## config.mk

```make
export PLATFORM = sky130hd
export DESIGN_NAME = fifo_rdata_prefetch_flat
export DESIGN_NICKNAME = d
export VERILOG_FILES = /design/src/rtl/fifo_prefetch_pkg.sv /design/src/rtl/fifo_rdata_prefetch_if.sv /design/src/rtl/prefetch_skid_buf.sv /design/src/rtl/fifo_rdata_prefetch.sv /design/src/flat_wrapper.sv
export SDC_FILE = /design/constraint.sdc
export NUM_CORES = 1
export LEC_CHECK = 0
export ABC_AREA = 1
export BUFFER_PORTS_ARGS = -buffer_cell sky130_fd_sc_hd__buf_2
export CORE_ASPECT_RATIO = 1.75
export CORE_MARGIN = 5
export CORE_UTILIZATION = 55
export CTS_BUF_LIST = sky130_fd_sc_hd__clkbuf_8
export CTS_CLUSTER_DIAMETER = 80
export DETAILED_ROUTE_END_ITERATION = 16
export GPL_TIMING_DRIVEN = 0
export PLACE_DENSITY = 0.85
export REMOVE_ABC_BUFFERS = 1
export SETUP_SLACK_MARGIN = 0.15
export SLEW_MARGIN = 10
export SYNTH_ARGS = -nofsm -noshare
export SYNTH_HDL_FRONTEND = slang
export SYNTH_SLANG_ARGS = --single-unit
```

## constraint.sdc

```tcl
create_clock -name clk -period 2.5 [get_ports clk]
set_input_delay 0.125 -clock clk [delete_from_list [all_inputs] [get_ports clk]]
set_output_delay 0.125 -clock clk [all_outputs]
set_load 0.02 [all_outputs]
```

## src/rtl/fifo_prefetch_pkg.sv

```systemverilog
// Shared constants for the FIFO read-data prefetch stage.
// FIFO_PREFETCH_MEM_LAT2_EN selects the registered-output memory (MEM_LAT 2, BUF_DEPTH 3).
package fifo_prefetch_pkg;

`ifdef FIFO_PREFETCH_MEM_LAT2_EN
  localparam int unsigned MEM_LAT   = 2;
  localparam int unsigned BUF_DEPTH = 3;
`else
  localparam int unsigned MEM_LAT   = 1;
  localparam int unsigned BUF_DEPTH = 2;
`endif

  // out_level is 2 bits in both builds; occupancy math gets one bit of headroom
  localparam int unsigned LEVEL_W = 2;
  localparam int unsigned PTR_W   = $clog2(BUF_DEPTH);
  localparam int unsigned OCC_W   = 3;

  typedef logic [PTR_W-1:0]   ptr_t;
  typedef logic [LEVEL_W-1:0] level_t;
  typedef logic [OCC_W-1:0]   occ_t;

  function automatic ptr_t ptr_inc(input ptr_t p);
    return (p == PTR_W'(BUF_DEPTH - 1)) ? '0 : p + PTR_W'(1);
  endfunction

endpackage

```

## src/rtl/fifo_rdata_prefetch_if.sv

```systemverilog
// Controller/memory side and consumer side signals of the prefetch stage.
interface fifo_rdata_prefetch_if
  import fifo_prefetch_pkg::*;
#(
  parameter int unsigned DATA_WIDTH = 32
);
  logic                  fifo_empty;
  logic                  fifo_rd_op;
  logic [DATA_WIDTH-1:0] mem_rdata;
  logic                  out_valid;
  logic                  out_ready;
  logic [DATA_WIDTH-1:0] out_data;
  level_t                out_level;

  modport master (
    input  fifo_empty, mem_rdata, out_ready,
    output fifo_rd_op, out_valid, out_data, out_level
  );

  modport slave (
    output fifo_empty, mem_rdata, out_ready,
    input  fifo_rd_op, out_valid, out_data, out_level
  );
endinterface

```

## src/rtl/prefetch_skid_buf.sv

```systemverilog
// Circular skid buffer holding captured read words; head word is always presented.
module prefetch_skid_buf
  import fifo_prefetch_pkg::*;
#(
  parameter int unsigned DATA_WIDTH = 32
) (
  input  logic                  clk,
  input  logic                  reset_n,
  input  logic                  clr,
  input  logic                  push,
  input  logic                  pop,
  input  logic [DATA_WIDTH-1:0] wdata,
  output logic [DATA_WIDTH-1:0] head_data,
  output level_t                count
);

  logic [DATA_WIDTH-1:0] mem [BUF_DEPTH];
  ptr_t head;
  ptr_t tail;
  logic pop_ok_c;

  // a pop against an empty buffer is ignored
  assign pop_ok_c = pop & (count != '0);

  always_ff @(posedge clk) begin
    if (!reset_n) begin
      for (int unsigned i = 0; i < BUF_DEPTH; i++) mem[i] <= '0;
      head  <= '0;
      tail  <= '0;
      count <= '0;
    end else if (clr) begin
      head  <= '0;
      tail  <= '0;
      count <= '0;
    end else begin
      if (push) begin
        mem[tail] <= wdata;
        tail      <= ptr_inc(tail);
      end
      if (pop_ok_c) head <= ptr_inc(head);
      count <= count + LEVEL_W'(push) - LEVEL_W'(pop_ok_c);
    end
  end

  assign head_data = mem[head];

endmodule

```

## src/rtl/fifo_rdata_prefetch.sv

```systemverilog
// Read-side prefetch stage: issues FIFO reads against buffer credit and captures memory data.
// FIFO_PREFETCH_MEM_LAT2_EN (via fifo_prefetch_pkg) selects MEM_LAT 2 / BUF_DEPTH 3.
module fifo_rdata_prefetch
  import fifo_prefetch_pkg::*;
#(
  parameter int unsigned DATA_WIDTH = 32
) (
  input  logic                  clk,
  input  logic                  reset_n,
  input  logic                  clr,
  fifo_rdata_prefetch_if.master bus
);

  logic [MEM_LAT-1:0] vld_sr;
  level_t             level;
  occ_t               inflight_c;
  occ_t               occ_c;
  logic               pop_c;
  logic               push_c;
  logic               rd_op_c;
  logic [DATA_WIDTH-1:0] head_data;

  // number of reads issued whose data has not yet been captured
  always_comb begin
    inflight_c = '0;
    for (int unsigned i = 0; i < MEM_LAT; i++) begin
      inflight_c = inflight_c + OCC_W'(vld_sr[i]);
    end
  end

  assign pop_c  = bus.out_valid & bus.out_ready;
  assign push_c = vld_sr[MEM_LAT-1];
  assign occ_c  = OCC_W'(level) + inflight_c;

  // a read is only issued when its data is guaranteed a free buffer slot on return
  assign rd_op_c = reset_n & ~clr & ~bus.fifo_empty
                 & ((occ_c - OCC_W'(pop_c)) < OCC_W'(BUF_DEPTH));

  always_ff @(posedge clk) begin
    if (!reset_n) begin
      vld_sr <= '0;
    end else if (clr) begin
      vld_sr <= '0;
    end else begin
      vld_sr <= MEM_LAT'({vld_sr, rd_op_c});
    end
  end

  prefetch_skid_buf #(
    .DATA_WIDTH (DATA_WIDTH)
  ) u_skid_buf (
    .clk       (clk),
    .reset_n   (reset_n),
    .clr       (clr),
    .push      (push_c),
    .pop       (pop_c),
    .wdata     (bus.mem_rdata),
    .head_data (head_data),
    .count     (level)
  );

  assign bus.fifo_rd_op = rd_op_c;
  assign bus.out_valid  = (level != '0);
  assign bus.out_data   = head_data;
  assign bus.out_level  = level;

endmodule

```

## src/flat_wrapper.sv

```systemverilog
// flat-port wrapper written by rule: the top's interface ports become plain ports
module fifo_rdata_prefetch_flat import fifo_prefetch_pkg::*;
#(
  parameter int unsigned DATA_WIDTH = 32
)
  (clk, reset_n, clr, bus_fifo_empty, bus_mem_rdata, bus_out_ready, bus_fifo_rd_op, bus_out_valid, bus_out_data, bus_out_level);
  fifo_rdata_prefetch_if #(.DATA_WIDTH(DATA_WIDTH)) bus_i ();
  input  logic clk;
  input  logic reset_n;
  input  logic clr;
  input wire logic [$bits(bus_i.fifo_empty)-1:0] bus_fifo_empty;
  input wire logic [$bits(bus_i.mem_rdata)-1:0] bus_mem_rdata;
  input wire logic [$bits(bus_i.out_ready)-1:0] bus_out_ready;
  output wire logic [$bits(bus_i.fifo_rd_op)-1:0] bus_fifo_rd_op;
  output wire logic [$bits(bus_i.out_valid)-1:0] bus_out_valid;
  output wire logic [$bits(bus_i.out_data)-1:0] bus_out_data;
  output wire logic [$bits(bus_i.out_level)-1:0] bus_out_level;
  assign bus_i.fifo_empty = bus_fifo_empty;
  assign bus_i.mem_rdata = bus_mem_rdata;
  assign bus_i.out_ready = bus_out_ready;
  assign bus_fifo_rd_op = bus_i.fifo_rd_op;
  assign bus_out_valid = bus_i.out_valid;
  assign bus_out_data = bus_i.out_data;
  assign bus_out_level = bus_i.out_level;
  fifo_rdata_prefetch #(.DATA_WIDTH(DATA_WIDTH)) u_core (.clk(clk), .reset_n(reset_n), .clr(clr), .bus(bus_i));
endmodule
```

==> results.txt <==
* Number of synthesized flops with an enable pin: 64
* Register clock-pin slew on the reported worst setup and hold paths: 70 ps
- Initial core utilization: 56.2%
- Kind of end point of the critical path: output pin
* Post-synthesis cell type with the largest combined area: sky130_fd_sc_hd__edfxtp_1
- Most common cell in the synthesized netlist: sky130_fd_sc_hd__edfxtp_1
- CTS tree: yes
* Startpoint of the lowest-slack hold path: bus_fifo_empty
- Entering global routing, the biggest net connects 35 pins.
- Yosys warnings: 0
- Remaining max-slew budget at the tightest pin: 23.5%
* Overall power of the completed layout: 2360 uW
* Unrepaired setup endpoints after global routing: true
- Wire length of the first global-routing pass: 8.69 mm
- For this design, the CTS-stage hold fixing added 0 buffers.
- In this run, flip-flops and latches consume 56.3% of the power.
* DRT Wirelength: 5.64 mm
- DRT Pass-1 Iters: 5
- Between clock sinks in the finished design, the worst skew comes to 3.90 ps.
* Die Y: 110 um
- Vias in the first global route: 1950
- Peak clock frequency supported by timing: 414 MHz
- I/O pin count: 73
- After routing, the total negative slack on setup checks comes to 0 ps.
- Relative to the synthesized area, the layout overhead comes to 18.5%.
- Counting every instance in the synthesized netlist gives 242.
- Switching part of the total power: 22.3%
- At the end of routability-driven placement, the weighted congestion stood at 0.714.
* Final-layout worst hold slack: 49.9 ps
- Fill cells: 474
- Mean Syn Cell Area: 13.0 sq um
- Data arrives at the worst endpoint at 2290 ps.
* Period utilisation layout: 96.6%
- Fraction of synthesis flops using an asynchronous set or reset pin: 0%
* Required time of the critical path: 2380 ps
- Starting DRC count in detailed routing: 74
* Total of flip-flops plus latches after synthesis: 70
- Setup violations remaining at the end of the flow were counted as 0.
- In this run the critical register-to-register path is launched from u_core.push_c$_SDFF_PP0_.
- Antenna Cells: 0
- Mapped cell area: 3140 sq um
- The setup path with the least slack is of type reg2out.
- Net switching power: 528 uW
- The clock network accounts for 35.5% of the total power.
- Internal Pwr Total: 1840 uW
- Number of slew-limit violations in the final report: 0
- Sorting the synthesized cells by how often they occur yields sky130_fd_sc_hd__edfxtp_1, sky130_fd_sc_hd__nor2_1, sky130_fd_sc_hd__inv_1.
- Counting the buffers created by CTS gives 9.
- After global routing the overflow that remains totals 0.
- The most used flip-flop cell after synthesis is sky130_fd_sc_hd__edfxtp_1.
- Antenna violation net count after detailed routing: 0
- At the pin with the least slew margin, the transition time is 1140 ps.
- Sorting the synthesized cells by area gives the leading types as sky130_fd_sc_hd__edfxtp_1, sky130_fd_sc_hd__mux2_2, sky130_fd_sc_hd__nor2_1, sky130_fd_sc_hd__nor2_2, sky130_fd_sc_hd__inv_1.
- Type of element launching the critical path: register
- Using the TritonRoute via totals, the vias-per-cell ratio works out to 4.83.
* Final nets: 356
- Cells with a size suffix above 1 make up 48.6% of the layout.
- After legalization and detailed placement, the total HPWL measured 3.64 mm.
- Share of synthesized area occupied by flip-flops and latches: 65.0%
- The clock reaches the later pin of the worst-skew pair after 340 ps.
* Power density relative to cell area: 636 nW/um^2
* Overall global routing resource usage: 16.7%
- In this run the static leakage power is 0.00169 uW.
- Fin crit period: 2420 ps
* Result of the run: complete, no violations
* Worst setup startpoint: u_core.u_skid_buf.count[1]$_SDFF_PP0_
- For this design, the sink count on the clock tree is 70.
- Yosys mapped the design onto 20 distinct sky130hd cell types.
- Antenna violations before repair: 0
- The H-tree was split into 3 levels.
- Largest fanout on the critical path: 5
- Across the run, the number of max-cap violations was 0.
- Residual DRC: 0
* Vias after detailed routing: 1917
- Maximum VDD drop: 618 uV
* Die outline width: 67.1 um
* Comb power frac: 8.1%
- Share of the synthesized area in the top cell type: 61.2%
- Num rows: 36
- The count of buffers added on input and output ports is 72.
- After detailed routing, the average wire length per cell comes to 14.2 um.
- Min-Delay Path Class: in2reg
- The final hold violation count was 0.
* DIE AREA: 7380 sq um
* Area inside the core boundary: 5590 sq um
- Buffer depth of the longest clock path: 2
* CTS root buf: sky130_fd_sc_hd__clkbuf_8
layout by cell type, fill, tap and decap left out, drive strengths merged:
cell,Yosys,final
dfxtp,6,6
nand2,6,6
fa,1,1
clkbuf,1,9
nand3b,1,1
nor2,75,75
bufinv,0,1
nand3,3,3
xor2,1,1
ha,2,2
mux2,32,32
inv,41,43
edfxtp,64,64
buf,9,73
clkinv,0,4
state kept, by name, indices dropped and copies added (netlist names), named ones only:
register,flops
u_core.u_skid_buf.mem,64
u_core.push_c,1
u_core.u_skid_buf.tail,1
u_core.u_skid_buf.count,2
u_core.u_skid_buf.head,1
layout make-up:
cell class	instances	area (sq um)	share of cell area, %
Clock buffer	9	124	3.33
Clock inverter	7	57.6	1.55
Inverter	41	154	4.14
Multi-Input combinational cell	121	870	23.4
Sequential cell	70	2050	55.1
Tap cell	76	95.1	2.56
Timing Repair Buffer	73	370	9.96
cells by family (layout without fill, tap and decap cells):
| kind of cell | count (synthesis) | in the layout | synth area share (%) |
|---|---|---|---|
| xor+xnor | 1 | 1 | 0.279 |
| fa+ha+maj | 3 | 3 | 1.43 |
| buf+inv | 51 | 130 | 7.93 |
| flops | 70 | 70 | 65.0 |
| mux | 32 | 32 | 11.5 |
| simple gates | 85 | 85 | 13.8 |
final timing paths:
kind	to	slack, ps	depth (start not counted)
worst max-delay path	bus_fifo_rd_op	80	10
worst min-delay path	u_core.push_c$_SDFF_PP0_	50	3
worst max register to register	u_core.u_skid_buf.mem[0][19]$_SDFFCE_PN0P_	420	4
worst min register to register	u_core.u_skid_buf.head$_SDFFE_PP0P_	510	2
per-layer routing:
layer  vias to the layer above  track usage (%)  wire, um
met5                         -                0         0
met4                         0             9.87       145
met3                         8             4.91       336
met2                        53             28.7      3100
met1                       924             17.4      2050
li1                        932                -         -
what timing repair did:
action,4_1_cts,5_1_grt
endpoints found under the setup margin,33,33
buffers inserted,1,0
endpoints found under the hold margin,0,0
gates resized for setup,6,1
pin swaps,1,0
critical path: stages, from the launching register on:
cell and delay (ps):
sky130_fd_sc_hd__dfxtp_4 380, sky130_fd_sc_hd__nor2_2 50, sky130_fd_sc_hd__nor2_1 150, sky130_fd_sc_hd__ha_1 260, sky130_fd_sc_hd__inv_1 60, sky130_fd_sc_hd__ha_1 140
sky130_fd_sc_hd__inv_1 50, sky130_fd_sc_hd__fa_1 510, sky130_fd_sc_hd__nand3b_1 100, sky130_fd_sc_hd__nor2_1 110, sky130_fd_sc_hd__buf_4 150
stage by stage:
stage	setup slack, ps	instances	cell area (sq um)	utilization, %
floorplan	173	232	3040	-
global placement	-574	380	3500	62.7
detailed placement	-78.3	380	3510	62.8
CTS	114	397	3710	66.4
global route	-87.8	397	3720	66.6
finish	84.2	397	3720	66.6
power groups by stage:
stage | clock [uW] | combinational, uW | sequential, uW
floorplan | 0 | 117 | 1350
global placement | 0 | 186 | 1360
detailed placement | 0 | 191 | 1360
CTS | 851 | 194 | 1330
global route | 906 | 211 | 1340
finish | 840 | 192 | 1330
No activity file was read; power rests on OpenSTA's default activity.
